## src/rtl/fetch_unit_pipelined.sv

```systemverilog
// Pipelined instruction fetch: owns the PC, drives a 1-cycle-latency instruction memory
// and hands instructions to decode through a 2-entry valid/ready queue.
module fetch_unit_pipelined #(
   parameter int                  PC_WIDTH     = 8,
   parameter int                  INSTR_WIDTH  = 32,
   parameter int                  PC_STEP      = 4,
   parameter logic [PC_WIDTH-1:0] RESET_VECTOR = '0
) (
   input  logic                   clk,
   input  logic                   reset,
   output logic                   imem_en,
   output logic [PC_WIDTH-1:0]    imem_addr,
   input  logic [INSTR_WIDTH-1:0] imem_rdata,
   input  logic                   redirect_valid,
   input  logic [PC_WIDTH-1:0]    redirect_target,
   output logic                   out_valid,
   input  logic                   out_ready,
   output logic [INSTR_WIDTH-1:0] out_instr,
   output logic [PC_WIDTH-1:0]    out_pc,
   output logic                   misaligned_err
);

   typedef enum logic [1:0] {
      S_IDLE  = 2'd0,
      S_RUN   = 2'd1,
      S_FAULT = 2'd2
   } state_t;

   state_t                 state_q, state_d;
   logic [PC_WIDTH-1:0]    pc_q, pc_d;
   logic                   inflight_q, inflight_d;
   logic [PC_WIDTH-1:0]    inflight_pc_q, inflight_pc_d;
   logic [1:0]             count_q, count_d;
   logic                   err_q, err_d;
   logic [INSTR_WIDTH-1:0] q_instr_q [2];
   logic [INSTR_WIDTH-1:0] q_instr_d [2];
   logic [PC_WIDTH-1:0]    q_pc_q [2];
   logic [PC_WIDTH-1:0]    q_pc_d [2];

   logic       pop;
   logic       issue;
   logic [1:0] count_after_pop;
   logic [2:0] occ_after_pop;

   // Entry 0 is always the head, so a pop shifts entry 1 down.
   always_comb begin
      state_d         = state_q;
      pc_d            = pc_q;
      inflight_d      = inflight_q;
      inflight_pc_d   = inflight_pc_q;
      count_d         = count_q;
      err_d           = err_q;
      q_instr_d[0]    = q_instr_q[0];
      q_instr_d[1]    = q_instr_q[1];
      q_pc_d[0]       = q_pc_q[0];
      q_pc_d[1]       = q_pc_q[1];
      issue           = 1'b0;
      pop             = (count_q != 2'd0) && out_ready;
      count_after_pop = count_q - {1'b0, pop};
      occ_after_pop   = {1'b0, count_after_pop} + {2'b00, inflight_q};

      case (state_q)
         S_IDLE: begin
            state_d = S_RUN;
         end
         S_RUN: begin
            if (redirect_valid) begin
               // Flush everything; the response of any outstanding read is dropped
               count_d    = 2'd0;
               inflight_d = 1'b0;
               if (redirect_target[1:0] != 2'b00) begin
                  err_d   = 1'b1;
                  state_d = S_FAULT;
               end else begin
                  pc_d = redirect_target;
               end
            end else begin
               if (pop) begin
                  q_instr_d[0] = q_instr_q[1];
                  q_pc_d[0]    = q_pc_q[1];
               end
               if (inflight_q) begin
                  if (count_after_pop[0]) begin
                     q_instr_d[1] = imem_rdata;
                     q_pc_d[1]    = inflight_pc_q;
                  end else begin
                     q_instr_d[0] = imem_rdata;
                     q_pc_d[0]    = inflight_pc_q;
                  end
                  count_d = count_after_pop + 2'd1;
               end else begin
                  count_d = count_after_pop;
               end
               // Queued + in-flight never exceeds two, so a push can never overflow
               issue      = (occ_after_pop < 3'd2);
               inflight_d = issue;
               if (issue) begin
                  inflight_pc_d = pc_q;
                  pc_d          = pc_q + PC_WIDTH'(PC_STEP);
               end
            end
         end
         S_FAULT: begin
            count_d    = 2'd0;
            inflight_d = 1'b0;
         end
         default: begin
            state_d = S_IDLE;
         end
      endcase
   end

   always_ff @(posedge clk or negedge reset) begin
      if (!reset) begin
         state_q       <= S_IDLE;
         pc_q          <= RESET_VECTOR;
         inflight_q    <= 1'b0;
         inflight_pc_q <= '0;
         count_q       <= 2'd0;
         err_q         <= 1'b0;
         q_instr_q[0]  <= '0;
         q_instr_q[1]  <= '0;
         q_pc_q[0]     <= '0;
         q_pc_q[1]     <= '0;
      end else begin
         state_q       <= state_d;
         pc_q          <= pc_d;
         inflight_q    <= inflight_d;
         inflight_pc_q <= inflight_pc_d;
         count_q       <= count_d;
         err_q         <= err_d;
         q_instr_q[0]  <= q_instr_d[0];
         q_instr_q[1]  <= q_instr_d[1];
         q_pc_q[0]     <= q_pc_d[0];
         q_pc_q[1]     <= q_pc_d[1];
      end
   end

   assign imem_en        = issue;
   assign imem_addr      = pc_q;
   assign out_valid      = (count_q != 2'd0);
   assign out_instr      = q_instr_q[0];
   assign out_pc         = q_pc_q[0];
   assign misaligned_err = err_q;

endmodule

```

## config.mk

```make
export PLATFORM = sky130hd
export DESIGN_NAME = fetch_unit_pipelined
export DESIGN_NICKNAME = d
export VERILOG_FILES = /design/src/rtl/fetch_unit_pipelined.sv
export SDC_FILE = /design/constraint.sdc
export NUM_CORES = 1
export LEC_CHECK = 0
export CAP_MARGIN = 20
export CORE_UTILIZATION = 48
export CTS_BUF_LIST = sky130_fd_sc_hd__clkbuf_8
export DETAILED_ROUTE_END_ITERATION = 16
export PLACE_DENSITY = 0.78
export RECOVER_POWER = 100
export SYNTH_ARGS = -nofsm -noshare
export SYNTH_HDL_FRONTEND = slang
export SYNTH_SLANG_ARGS = --single-unit
```

## constraint.sdc

```tcl
create_clock -name clk -period 1.9 [get_ports clk]
set_input_delay 0.19 -clock clk [delete_from_list [all_inputs] [get_ports clk]]
set_output_delay 0.19 -clock clk [all_outputs]
set_load 0.01 [all_outputs]
```

==> flow_summary.json <==
{
  "setup_violations": 0,
  "ir_drop_v": 0.000709,
  "ios": 95,
  "synth_seq_cells": 102,
  "wl_mm": 9.81,
  "final_hold_viol_count": 0,
  "relSlewSlack_pct": 39.2,
  "ant_nets": 0,
  "cp_data_required_time_ns": 2.15,
  "syn_area_per_cell_um2": 12.4,
  "area.growth.synth_to_final_pct": 24.2,
  "grt_pass1_wl_mm": 15.1,
  "syn_area_um2": 4780,
  "place_area_um2": 5650,
  "drive_gt1_share_pct": 21.6,
  "synth-xor-area-share_pct": 0.183,
  "cts_max_path_buffers": 2,
  "viasPerCell": 5.47,
  "synth-compound-area-share_pct": 13.8,
  "min_period_over_period_pct": 95.5,
  "fin_hold_ws_ns": 0.463,
  "final_nets": 501,
  "drc": 0,
  "async_reset_ff_share_pct": 100,
  "yosysWarnings": 0,
  "cts_tree": "done",
  "htree_levels": 3,
  "dp_hpwl_mm": 6.47,
  "start_util_pct": 49.2,
  "p_leak_nw": 2.77,
  "utilization_pct": 61.1,
  "cellPowerDensity_nw_per_um2": 1270,
  "design.core.area_um2": 9730,
  "synth-edff-count": 0,
  "min_path_type": "primary input to register",
  "syn-num-nets": 435,
  "cts_buffers": 9,
  "track_usage_pct": 19.0,
  "cpMaxStageDelayCell": "dfrtp_1",
  "final_area_um2": 5940,
  "rsz0062_at_grt": "no",
  "clk_latency_ns": 0.36,
  "chipHeight_um": 102,
  "fmax_ghz": 0.551,
  "firstDrtPassIters": 6,
  "rows": 36,
  "avgRoutedWirePerCell_um": 16.6,
  "root_buffer": "clkbuf_8",
  "seq_area_frac_synth_pct": 53.4,
  "io_buffers": 94,
  "antenna_found_initial": 0,
  "end_kind": "register",
  "synthSimpleGateAreaFrac_pct": 9.97,
  "gp_congestion": 0.800,
  "cts.sinks": 102,
  "fp.dieArea_um2": 10400,
  "synthAdderAreaFrac_pct": 1.05,
  "synth_top_family_by_area": "compound AO/OA/AOI/OAI gates",
  "fill_cells": 788,
  "die_w_um": 102,
  "initialDrtViolationCount": 155,
  "path_cells": "inv_2 > ha_4 > nor2b_4 > buf_6 > nand2_2 > nor2_4 > buf_12 > buf_4 > mux2_2",
  "drv_cap": 0,
  "final_max_slew_viol_count": 0,
  "diodes": 0,
  "criticalPathCategory": "register to register",
  "synth_flop_cell": "dfrtp_1",
  "grt_max_degree": 54,
  "synth_mux_area_share_pct": 11.5,
  "worstPathArrival_ns": 2.07,
  "grt_pass1_vias": 3102,
  "skew_ns": 0.00981,
  "grt-ovfl-total": 0,
  "startpoint_type": "register",
  "min_period_ns": 1.81,
  "tightest_slew_ns": 0.912,
  "crit_fanout": 5,
  "vias": 3231,
  "clk_pin_slew_worst_paths_ns": 0.11,
  "p_total_w": 0.00753,
  "yosysUniqueCellTypes": 45,
  "status": "complete, no violations",
  "critPathMaxStageDelay_ns": 0.40,
  "synth_cells": 387
}
-- state kept, by name, summed over array words and instances, names as in the netlist --
| signal | flops |
|---|---|
| count_q | 2 |
| imem_addr | 8 |
| inflight_pc_q | 8 |
| inflight_q | 1 |
| misaligned_err | 1 |
| out_instr | 32 |
| out_pc | 8 |
| q_instr_q | 32 |
| q_pc_q | 8 |
| state_q | 2 |
-- where the power goes --
part           internal [W]  total, W  leakage (nW)  switching [W]
Combinational       0.00167   0.00293          1.34        0.00126
Clock              0.000534   0.00130        0.0992       0.000764
Sequential          0.00283   0.00330          1.34       0.000468
-- final cells by class --
cell class,count,area [um^2],share of cell area [%]
Timing Repair Buffer,120,1220,20.6
Tap cell,133,166,2.80
Inverter,6,22.5,0.379
Sequential cell,102,2550,43.0
Multi-Input combinational cell,214,1790,30.1
Clock buffer,10,138,2.32
Clock inverter,6,51.3,0.864
-- stage by stage --
step | instances | setup TNS (ns) | worst slack, ns
detailed placement | 567 | -0.0785 | -0.0321
floorplan | 387 | 0 | 0.00762
CTS | 584 | -0.00287 | -0.00287
finish | 591 | 0 | 0.0851
global route | 591 | 0 | 0.0206
global placement | 567 | 0 | 0.0238
-- layout by cell type (no fill, tap or decap), drive strengths merged, types with 3 or more instances in the layout --
| cell | n |
|---|---|
| dfrtp | 102 |
| dlygate4sd3 | 51 |
| mux2 | 49 |
| nor2b | 43 |
| clkdlybuf4s50 | 42 |
| a221o | 40 |
| buf | 19 |
| clkbuf | 18 |
| nand2 | 11 |
| inv | 9 |
| o21ai | 8 |
| nor2 | 7 |
| a21oi | 7 |
| o22ai | 5 |
| and3 | 5 |
| ha | 4 |
| o2bb2ai | 3 |
| nand4 | 3 |
| clkinv | 3 |
-- routing by layer --
metal | part of all wire (%) | track usage, % | vias to the layer above
met3 | 5.1 | 3.83 | 7
met4 | 0.60 | 4.62 | 0
met1 | 47 | 26.3 | 1624
met2 | 48 | 31.0 | 93
met5 | 0 | 0 | -
li1 | - | - | 1507
-- cells in the mapped netlist, types with 2 or more instances --
cell type | number | area share (%)
ha_1 | 4 | 1.0
nand2b_1 | 2 | 0.26
dfrtp_1 | 102 | 53
a21boi_0 | 2 | 0.31
mux2_2 | 46 | 11
nor3_1 | 2 | 0.21
a31oi_1 | 2 | 0.26
o21a_1 | 2 | 0.31
mux2_1 | 3 | 0.71
or3b_2 | 2 | 0.37
and3_1 | 5 | 0.65
o2bb2ai_1 | 3 | 0.55
nor2_1 | 6 | 0.47
nand3_1 | 2 | 0.21
buf_2 | 3 | 0.31
inv_1 | 6 | 0.47
nor2b_1 | 43 | 5.6
a21oi_1 | 6 | 0.63
buf_6 | 8 | 1.9
o22ai_1 | 5 | 0.65
buf_4 | 41 | 6.4
o21ai_0 | 7 | 0.73
nand4_1 | 3 | 0.39
nand2_1 | 10 | 0.79
a221o_1 | 40 | 8.4
clkbuf_1 | 13 | 1.0
-- cells by family after synthesis --
family / count (synthesis)
buffers and inverters: 71
muxes: 49
xor gates and xnor gates: 1
DFF: 102
AOI/OAI and AO/OA: 78
and+or+nand+nor: 82
adders and majority gates: 4
-- critical path: cells and delay by family (launching register included) --
kind	cells	cell delay [ns]
mux	1	0.33
simple gates	3	0.35
buf+inv	4	0.49
fa+ha+maj	1	0.13
flops	1	0.40
-- repair_timing --
item,in CTS,in global routing
resized for setup,2,12
hold buffers,1,0
endpoints found under the hold margin,34,0
gates cloned,0,3
pin swaps,0,1
buffers inserted,0,4
endpoints found under the setup margin,2,81
-- final timing paths --
kind / cells after the start / to / from / slack (ns)
worst max-delay path: 9 / q_instr_q[8]$_DFFE_PN0P_ / state_q[1]$_DFFE_PN0P_ / 0.09
worst max register to register: 9 / q_instr_q[8]$_DFFE_PN0P_ / state_q[1]$_DFFE_PN0P_ / 0.09
worst min register to register: 1 / q_instr_q[14]$_DFFE_PN0P_ / q_instr_q[14]$_DFFE_PN0P_ / 0.50
worst min-delay path: 2 / out_instr[17]$_DFFE_PN0P_ / imem_rdata[17] / 0.46
max in group asynchronous: 3 / count_q[0]$_DFFE_PN0P_ / reset / 0.41
min in group asynchronous: 2 / out_instr[6]$_DFFE_PN0P_ / reset / 0.49
Note: power is estimated with default switching activity, not from simulation.
